File: config.mk
export PLATFORM = sky130hd
export DESIGN_NAME = if_fetch
export DESIGN_NICKNAME = d
export VERILOG_FILES = /design/src/rtl/if_fetch.sv
export SDC_FILE = /design/constraint.sdc
export NUM_CORES = 1
export LEC_CHECK = 0
export ABC_CLOCK_PERIOD_IN_PS = 7300
export CORE_AREA = 2 2 162 164
export CTS_CLUSTER_DIAMETER = 30
export CTS_CLUSTER_SIZE = 12
export DETAILED_ROUTE_END_ITERATION = 7
export DIE_AREA = 0 0 164 166
export MAX_ROUTING_LAYER = met4
export SKIP_LAST_GASP = 1
export SLEW_MARGIN = 20
export SYNTH_ARGS = -nofsm -noshare
export SYNTH_HDL_FRONTEND = slang
export SYNTH_SLANG_ARGS = --single-unit
File: constraint.sdc
create_clock -name clk -period 7.3 [get_ports clk]
set_input_delay 2.19 -clock clk [delete_from_list [all_inputs] [get_ports clk]]
set_output_delay 2.19 -clock clk [all_outputs]
set_load 0.1 [all_outputs]
File: src/rtl/if_fetch.sv
// if_fetch: MIPS instruction-fetch stage that owns the PC and drives a req/ack instruction-memory port.
// Optional macro IF_DELAY_SLOT_EN: deliver the word fetched at redirect time (branch delay slot).
`ifndef DATA_WIDTH
`define DATA_WIDTH 32
`endif

module if_fetch #(
  parameter logic [`DATA_WIDTH-1:0] RESET_PC = 32'h0000_0000
) (
  input  logic                   clk,
  input  logic                   rst,
  input  logic                   is_stop,
  input  logic                   br_taken,
  input  logic [`DATA_WIDTH-1:0] br_target,
  output logic                   imem_req,
  output logic [`DATA_WIDTH-1:0] imem_addr,
  input  logic                   imem_ack,
  input  logic [`DATA_WIDTH-1:0] imem_rdata,
  output logic [`DATA_WIDTH-1:0] o_code,
  output logic [`DATA_WIDTH-1:0] o_pc,
  output logic                   o_valid
);

  localparam int W = `DATA_WIDTH;

  localparam logic [1:0] S_FETCH = 2'd0;
  localparam logic [1:0] S_HOLD  = 2'd1;
  localparam logic [1:0] S_DROP  = 2'd2;

  logic [1:0]   state;
  logic [W-1:0] pc;
  logic [W-1:0] buf_code;
  logic [W-1:0] buf_pc;
  logic [W-1:0] tgt;
  logic         redir_pend;

  logic [W-1:0] br_pc;
  logic [W-1:0] pc_inc;
  logic [W-1:0] next_pc;
  logic         squash;
  logic         valid;

  assign br_pc  = br_target & ~W'(3);
  assign pc_inc = pc + W'(4);

  // A same-cycle redirect beats a pending one, which beats sequential fetch.
  assign next_pc = br_taken   ? br_pc :
                   redir_pend ? tgt   : pc_inc;

`ifdef IF_DELAY_SLOT_EN
  assign squash = 1'b0;
`else
  assign squash = br_taken;
`endif

  assign imem_req  = rst && (state != S_HOLD);
  assign imem_addr = pc;

  always_comb begin
    valid  = 1'b0;
    o_code = '0;
    o_pc   = pc;
    case (state)
      S_FETCH: begin
        valid = rst && imem_ack && !squash;
        if (valid) o_code = imem_rdata;
      end
      S_HOLD: begin
        valid = !squash;
        o_pc  = buf_pc;
        if (valid) o_code = buf_code;
      end
      default: ;
    endcase
    o_valid = valid;
  end

  always_ff @(posedge clk or negedge rst) begin
    if (!rst) begin
      state      <= S_FETCH;
      pc         <= RESET_PC;
      buf_code   <= '0;
      buf_pc     <= '0;
      tgt        <= '0;
      redir_pend <= 1'b0;
    end else begin
      case (state)
        S_FETCH: begin
          if (imem_ack) begin
            pc         <= next_pc;
            redir_pend <= 1'b0;
            if (is_stop && !squash) begin
              buf_code <= imem_rdata;
              buf_pc   <= pc;
              state    <= S_HOLD;
            end
          end else if (br_taken) begin
            // The outstanding request cannot be cancelled, so remember where to go afterwards.
            tgt <= br_pc;
`ifdef IF_DELAY_SLOT_EN
            redir_pend <= 1'b1;
`else
            state <= S_DROP;
`endif
          end
        end
        S_HOLD: begin
          if (br_taken) pc <= br_pc;
`ifdef IF_DELAY_SLOT_EN
          if (!is_stop) state <= S_FETCH;
`else
          if (!is_stop || br_taken) state <= S_FETCH;
`endif
        end
        S_DROP: begin
          if (imem_ack) begin
            pc    <= br_taken ? br_pc : tgt;
            state <= S_FETCH;
          end else if (br_taken) begin
            tgt <= br_pc;
          end
        end
        default: state <= S_FETCH;
      endcase
    end
  end

endmodule

==> results of run 1 <==
layout by cell type, fill, tap and decap left out, types with 4 or more instances in the layout:
| cell | Yosys | final |
|---|---|---|
| sky130_fd_sc_hd__and3_1 | 7 | 7 |
| sky130_fd_sc_hd__clkinv_4 | 0 | 5 |
| sky130_fd_sc_hd__o21ai_0 | 37 | 37 |
| sky130_fd_sc_hd__a211oi_1 | 5 | 5 |
| sky130_fd_sc_hd__a221oi_1 | 6 | 6 |
| sky130_fd_sc_hd__a31oi_1 | 5 | 5 |
| sky130_fd_sc_hd__o22ai_1 | 5 | 5 |
| sky130_fd_sc_hd__nor4_1 | 10 | 10 |
| sky130_fd_sc_hd__a21oi_1 | 41 | 41 |
| sky130_fd_sc_hd__and4_1 | 4 | 4 |
| sky130_fd_sc_hd__mux2_2 | 131 | 131 |
| sky130_fd_sc_hd__buf_4 | 0 | 9 |
| sky130_fd_sc_hd__clkdlybuf4s50_1 | 0 | 129 |
| sky130_fd_sc_hd__o31ai_1 | 4 | 4 |
| sky130_fd_sc_hd__a221o_1 | 8 | 8 |
| sky130_fd_sc_hd__nand2_1 | 45 | 44 |
| sky130_fd_sc_hd__nor2b_1 | 5 | 4 |
| sky130_fd_sc_hd__clkinvlp_4 | 0 | 5 |
| sky130_fd_sc_hd__o22a_1 | 4 | 4 |
| sky130_fd_sc_hd__dfrtp_1 | 130 | 130 |
| sky130_fd_sc_hd__inv_6 | 0 | 4 |
| sky130_fd_sc_hd__clkbuf_16 | 0 | 17 |
| sky130_fd_sc_hd__buf_12 | 0 | 34 |
| sky130_fd_sc_hd__a22oi_1 | 7 | 7 |
| sky130_fd_sc_hd__mux2i_1 | 10 | 10 |
| sky130_fd_sc_hd__a22o_1 | 41 | 41 |
| sky130_fd_sc_hd__nand4_1 | 9 | 9 |
| sky130_fd_sc_hd__nor2_1 | 18 | 18 |
| sky130_fd_sc_hd__inv_1 | 10 | 10 |
| sky130_fd_sc_hd__nor3_1 | 11 | 11 |
| sky130_fd_sc_hd__nand3_1 | 14 | 14 |
| sky130_fd_sc_hd__diode_2 | 0 | 4 |
registers in the layout, summed over array words and instances, names as in the netlist:
| signal | flops |
|---|---|
| buf_code | 32 |
| buf_pc | 32 |
| imem_addr | 32 |
| state | 2 |
| tgt | 32 |
how the worst max path moves through the flow:
stage	to	cells past startpoint	startpoint
6_report	o_code[18]	6	imem_ack
5_1_grt	o_code[26]	6	imem_ack
4_1_cts	o_code[27]	6	imem_ack
3_5_place_dp	o_code[27]	6	imem_ack
3_3_place_gp	o_code[26]	6	imem_ack
2_1_floorplan	o_code[0]	5	br_taken
critical path, cell delays in order:
cell,delay [ns]
sky130_fd_sc_hd__clkdlybuf4s50_1,0.54
sky130_fd_sc_hd__nand2_1,0.10
sky130_fd_sc_hd__nor3b_2,0.18
sky130_fd_sc_hd__buf_4,0.38
sky130_fd_sc_hd__a22o_1,0.26
sky130_fd_sc_hd__buf_12,0.19
per-layer routing:
layer  routed length (um)  GRT usage, %  vias to the layer above
li1                     -             -                     2825
met1                 9850          22.4                     2977
met2                10400          25.5                      171
met3                 1060          3.30                       24
met4                  427          5.57                        0
met5                    0             -                        -
cell families (layout without fill, tap and decap cells):
group,Yosys count,after routing,share of synthesized area (%)
simple gates,137,137,9.73
mux,141,141,21.7
fa+ha+maj,4,4,0.690
buf+inv,73,218,4.55
flops,130,130,44.9
other cells,0,4,0
xor+xnor,5,5,0.604
compound gates,185,185,17.9
per-stage QoR:
stage / hold WS, ns / utilization, % / cells / instance area (um2)
floorplan: 0.450 / - / 675 / 7250
global placement: 0.465 / 36.9 / 1123 / 9460
detailed placement: 0.472 / 36.9 / 1123 / 9460
CTS: 0.485 / 39.1 / 1155 / 10000
global route: 0.503 / 39.2 / 1159 / 10000
finish: 0.484 / 39.2 / 1159 / 10000
area by class of cell:
class | count | area, um2 | area share (%)
multi-input combinational | 472 | 3690 | 36.8
sequential | 130 | 3250 | 32.4
timing repair buffer | 174 | 2060 | 20.5
clock buffer | 17 | 425 | 4.24
tap | 335 | 419 | 4.18
clock inverter | 15 | 128 | 1.27
inverter | 12 | 45.0 | 0.449
antenna | 4 | 10.0 | 0.0998
==> key figures, run 1 <==
Critical path
  • Critical path fanouts, max: 33
  • Path depth of the worst reg2reg path: 9
  • Worst flop-to-flop path endpoint: imem_addr[19]
  • Critical path endpoint category: output port
  • CP required: 5.11 ns
  • Launch point of the worst reg-to-reg path: state[1]
  • Arrival time of data at the critical path endpoint: 3.88 ns
  • CP Class: input port to output port
  • Worst setup SP type: input port
  • Worst reg-to-reg setup slack: 3.16 ns

Yosys
  • Count of synthesis-stage warnings from yosys: 0
  • Ranking of synthesized cells by instance count: sky130_fd_sc_hd__mux2_2 (131), sky130_fd_sc_hd__dfrtp_1 (130), sky130_fd_sc_hd__nand2_1 (45)
  • Post-synth top area cell: sky130_fd_sc_hd__dfrtp_1
  • Synth top area cells: sky130_fd_sc_hd__dfrtp_1 (45%), sky130_fd_sc_hd__mux2_2 (20%), sky130_fd_sc_hd__a22o_1 (5.0%), sky130_fd_sc_hd__a21oi_1 (2.8%), sky130_fd_sc_hd__o21ai_0 (2.6%)
  • Flops & latches, synth: 130
  • Post-synthesis net count: 748
  • Asr flop ratio synth: 100%
  • Number of enable flip-flop cells after synthesis: 0
  • Synth top area share: 44.9%
  • Prevailing post-synth register cell: sky130_fd_sc_hd__dfrtp_1
  • Post-Synthesis Cell Area: ~7300 um2
  • Gate count of the mapped netlist: 675
  • Post-Synthesis Mean Instance Area: 10.7 um2
  • Count of unique library cells instantiated by Yosys: 55
  • Most frequent cell after synthesis: sky130_fd_sc_hd__mux2_2
  • Sequential fraction of the synthesis area: 44.9%

Placed design
  • DP Worst Slack: 1.23 ns
  • Hpwl dp: between 15,000 and 20,000 um
  • Gp weighted congestion: 0.819
  • Count of buffers inserted at the top-level ports: 164

Run
  • Max-cap violations: 0

Global routing
  • Global routing usage summed across all routing layers: 16.8%
  • Pin count of the biggest net entering global routing: 63
  • Global-route wire length before repair: approximately 34,000 um
  • Vias in the first global route: approximately 5,700
  • GRT Residual Overflow: 0
  • Antenna violations before repair: 4

Routing
  • DR DRC count: 0
  • Ratio of routed vias to standard cells: 5.17
  • Number of design-rule violations left by the first detailed-router iteration: 426
  • WL final: 21,800 um
  • Antenna-violating nets left: 0
  • WL per Instance: approximately 19 um
  • Number of vias in the routed layout: 5,997
  • Number of optimization iterations in the first detailed-route pass: 5

Timing
  • Final critical path time including I/O delays and setup: 6.07 ns
  • Fin Setup TNS: 0 ns
  • Fmax: 0.165 GHz
  • Least-Margin Pin Slew: 1.09 ns
  • RSZ-0062 raised after global routing: false
  • Count of endpoints failing hold in the final timing report: 0
  • Final-report setup violation count: 0
  • Clock skew after layout: just over 0.008 ns
  • Count of pins over their slew limit: 0
  • Period utilisation layout: 83.1%
  • Post-route setup slack: 1.23 ns
  • Max transition margin: 27.5%

Clock network
  • Number of buffers between clock root and the deepest sink: 2
  • Worst-Skew Late Latency: approximately 0.42 ns
  • Clock H-tree levels: 4
  • Clock sink total: 130
  • CTS clk-pin slew, worst paths: about 0.060 ns
  • Buffer count from post-CTS setup fixing: 0
  • TritonCTS clock tree: done
  • Post-cts gate resize count: 0
  • Root Driver: sky130_fd_sc_hd__clkbuf_16
  • Cts-stage hold buffer count: 0
  • Number of buffers created by CTS: 17

Outcome
  • Status: finished, final reports clean

Layout
  • Net count of the finished layout: 880
  • Filler Cells Inserted: 2,484
  • Signed area change from the synthesized netlist to the final layout: 38.3%
  • Share of cells above drive strength 1: 27.0%

Floorplanning
  • Placeable Area: between 20,000 and 30,000 um2
  • Std-Cell Rows: 59
  • Initial core utilization: between 20% and 30%
  • Die width: 164 um
  • DIE AREA: 27,200 um2
  • Number of top-level design ports: 167
  • Height of the chip: 166 um

Hold path
  • Hold path startpoint: buf_pc[0]
  • Hold Crit Class: flip-flop to flip-flop
  • Endpoint with the worst hold slack: buf_pc[0]
  • Cells on Worst Hold Path: 2
Power of run 1 is not shown: default switching activity piles up to over one toggle a cycle in this logic, so the estimate is an artifact.
==> run 2, diff against run 1 <==
--- a/config.mk
+++ b/config.mk
@@ -5,7 +5,7 @@
 export SDC_FILE = /design/constraint.sdc
 export NUM_CORES = 1
 export LEC_CHECK = 0
-export ABC_CLOCK_PERIOD_IN_PS = 7300
+export ABC_CLOCK_PERIOD_IN_PS = 6300
 export CORE_AREA = 2 2 162 164
 export CTS_CLUSTER_DIAMETER = 30
 export CTS_CLUSTER_SIZE = 12
==> constraint.sdc (replaced) <==
create_clock -name clk -period 6.3 [get_ports clk]
set_input_delay 1.89 -clock clk [delete_from_list [all_inputs] [get_ports clk]]
set_output_delay 1.89 -clock clk [all_outputs]
set_load 0.1 [all_outputs]
==> key figures, run 2 (synthesis results as in run 1) <==
Floorplanning
  • Height of the chip: 166 um (unchanged)
  • DIE AREA: 27,200 um2 (unchanged)
  • Std-Cell Rows: 59 (unchanged)
  • Placeable Area: 25,600 um2 (unchanged)
  • Initial core utilization: 28.3% (unchanged)
  • Die width: 164 um (unchanged)
  • Number of top-level design ports: 167 (unchanged)

Timing
  • Max transition margin: 29.8% (+2.3 points)
  • Count of endpoints failing hold in the final timing report: 0 (unchanged)
  • Final-report setup violation count: 0 (unchanged)
  • Final critical path time including I/O delays and setup: between 5 and 6 ns
  • Count of pins over their slew limit: 0 (unchanged)
  • Fmax: 0.182 GHz
  • Period utilisation layout: 87.0%
  • Fin Setup TNS: 0 ns (unchanged)
  • RSZ-0062 raised after global routing: false
  • Least-Margin Pin Slew: 1.05 ns (-0.0381 ns)
  • Clock skew after layout: 0.00784 ns (-0.000454 ns)

Routing
  • Number of design-rule violations left by the first detailed-router iteration: 541 (+27%)
  • Antenna-violating nets left: 0 (unchanged)
  • Ratio of routed vias to standard cells: 5.15 (-0.39%)
  • WL final: 21,900 um (+0.38%)
  • Number of vias in the routed layout: 5,994 (-0.050%)
  • Number of optimization iterations in the first detailed-route pass: 5 (unchanged)
  • WL per Instance: 18.8 um (about the same)
  • DR DRC count: 0 (unchanged)

Run
  • Max-cap violations: 0 (unchanged)

Layout
  • Filler Cells Inserted: 2,441 (-1.7%)
  • Commonest non-fill, non-tap cell in the layout: sky130_fd_sc_hd__mux2_2
  • Combined area of the multi-input logic cells: 3690 um2 (-0.20%)
  • Net count of the finished layout: 886 (+0.68%)
  • Share of cells above drive strength 1: 27.5% (+0.53 points)
  • Commonest cells after routing, fill and taps aside: sky130_fd_sc_hd__mux2_2 (131), sky130_fd_sc_hd__dfrtp_1 (130), sky130_fd_sc_hd__clkdlybuf4s50_1 (128)
  • Footprint of the flip-flops and latches: 3250 um2 (unchanged)
  • Signed area change from the synthesized netlist to the final layout: 39.0%

Clock network
  • Number of buffers between clock root and the deepest sink: 2 (unchanged)
  • Root Driver: sky130_fd_sc_hd__clkbuf_16
  • Clock sink total: 130 (unchanged)
  • CTS clk-pin slew, worst paths: 0.06 ns (about the same)
  • Clock H-tree levels: 4 (unchanged)
  • Cts-stage hold buffer count: 0 (unchanged)
  • Number of buffers created by CTS: 17 (unchanged)
  • Buffer count from post-CTS setup fixing: 0 (unchanged)
  • TritonCTS clock tree: done
  • Post-cts gate resize count: 0 (unchanged)
  • Worst-Skew Late Latency: 0.42 ns (about the same)

Critical path
  • Critical path endpoint category: output port
  • Worst reg-to-reg setup slack: 2.84 ns (-0.32 ns)
  • Worst setup SP type: input port
  • Critical path fanouts, max: 33 (unchanged)
  • CP cell instances: clkdlybuf4s50_1 > nand2_1 > nor3b_2 > buf_4 > a22o_1 > buf_12
  • Maximum single-stage delay on the critical path: 0.55 ns (about the same)
  • Standard cell with the maximum stage delay on the critical path: sky130_fd_sc_hd__clkdlybuf4s50_1
  • CP required: 4.41 ns (-0.70 ns)
  • CP Class: input port to output port
  • Arrival time of data at the critical path endpoint: 3.59 ns (-0.29 ns)

Outcome
  • Status: finished, final reports clean

Global routing
  • GRT Residual Overflow: 0 (unchanged)
  • Pin count of the biggest net entering global routing: 76 (+21%)
  • Antenna violations before repair: 2 (-2)
  • Global routing usage summed across all routing layers: 17.0% (+0.25 points)
  • Global-route wire length before repair: 34,700 um (+1.3%)
  • Vias in the first global route: 5,763 (+1.6%)

Placed design
  • Hpwl dp: 15,400 um (+2.8%)
  • Count of buffers inserted at the top-level ports: 164 (unchanged)
  • Gp weighted congestion: 0.821 (+0.32%)

Hold path
  • Hold Crit Class: flip-flop to flip-flop
==> run 2: path summary, 6_finish.rpt <==
kind | from | cells past startpoint | endpoint
max | imem_ack | 6 | o_code[13]
min | buf_pc[0] | 2 | buf_pc[0]
max reg2reg | state[1] | 8 | imem_addr[19]
min reg2reg | buf_pc[0] | 2 | buf_pc[0]
max in group asynchronous | rst | 4 | buf_pc[9]
min in group asynchronous | rst | 2 | tgt[24]
==> run 2: cell type report <==
class	instances	share of cell area, %
timing repair buffer	180	20.9
tap	335	4.16
multi-input combinational	472	36.6
clock inverter	14	1.30
antenna	2	0.0496
clock buffer	18	4.35
inverter	12	0.447
sequential	130	32.3
==> run 2: worst max-delay path: cells and delay by family <==
| family | cells | cell delay, ns |
|---|---|---|
| AOI/OAI and AO/OA | 1 | 0.26 |
| buffers and inverters | 3 | 1.10 |
| and+or+nand+nor | 2 | 0.29 |
==> run 2: layer usage <==
metal / GRT usage (%) / part of all wire [%]
met5: - / 0
met3: 3.17 / 4.4
met1: 22.5 / 45
met2: 26.3 / 49
met4: 5.72 / 2.1
==> run 2: per-stage QoR <==
stage	cell area (um2)	utilization, %	worst slack [ns]	hold WS, ns	instances
after global routing	10100	39.4	0.683	0.503	1163
final	10100	39.4	0.816	0.488	1163
after CTS	10000	39.2	0.813	0.491	1160
after detailed placement	9480	37.0	0.820	0.474	1128
after floorplan	7250	-	0.653	0.450	675
after global placement	9480	37.0	0.854	0.468	1128
Power of run 2 is left out for the same reason.
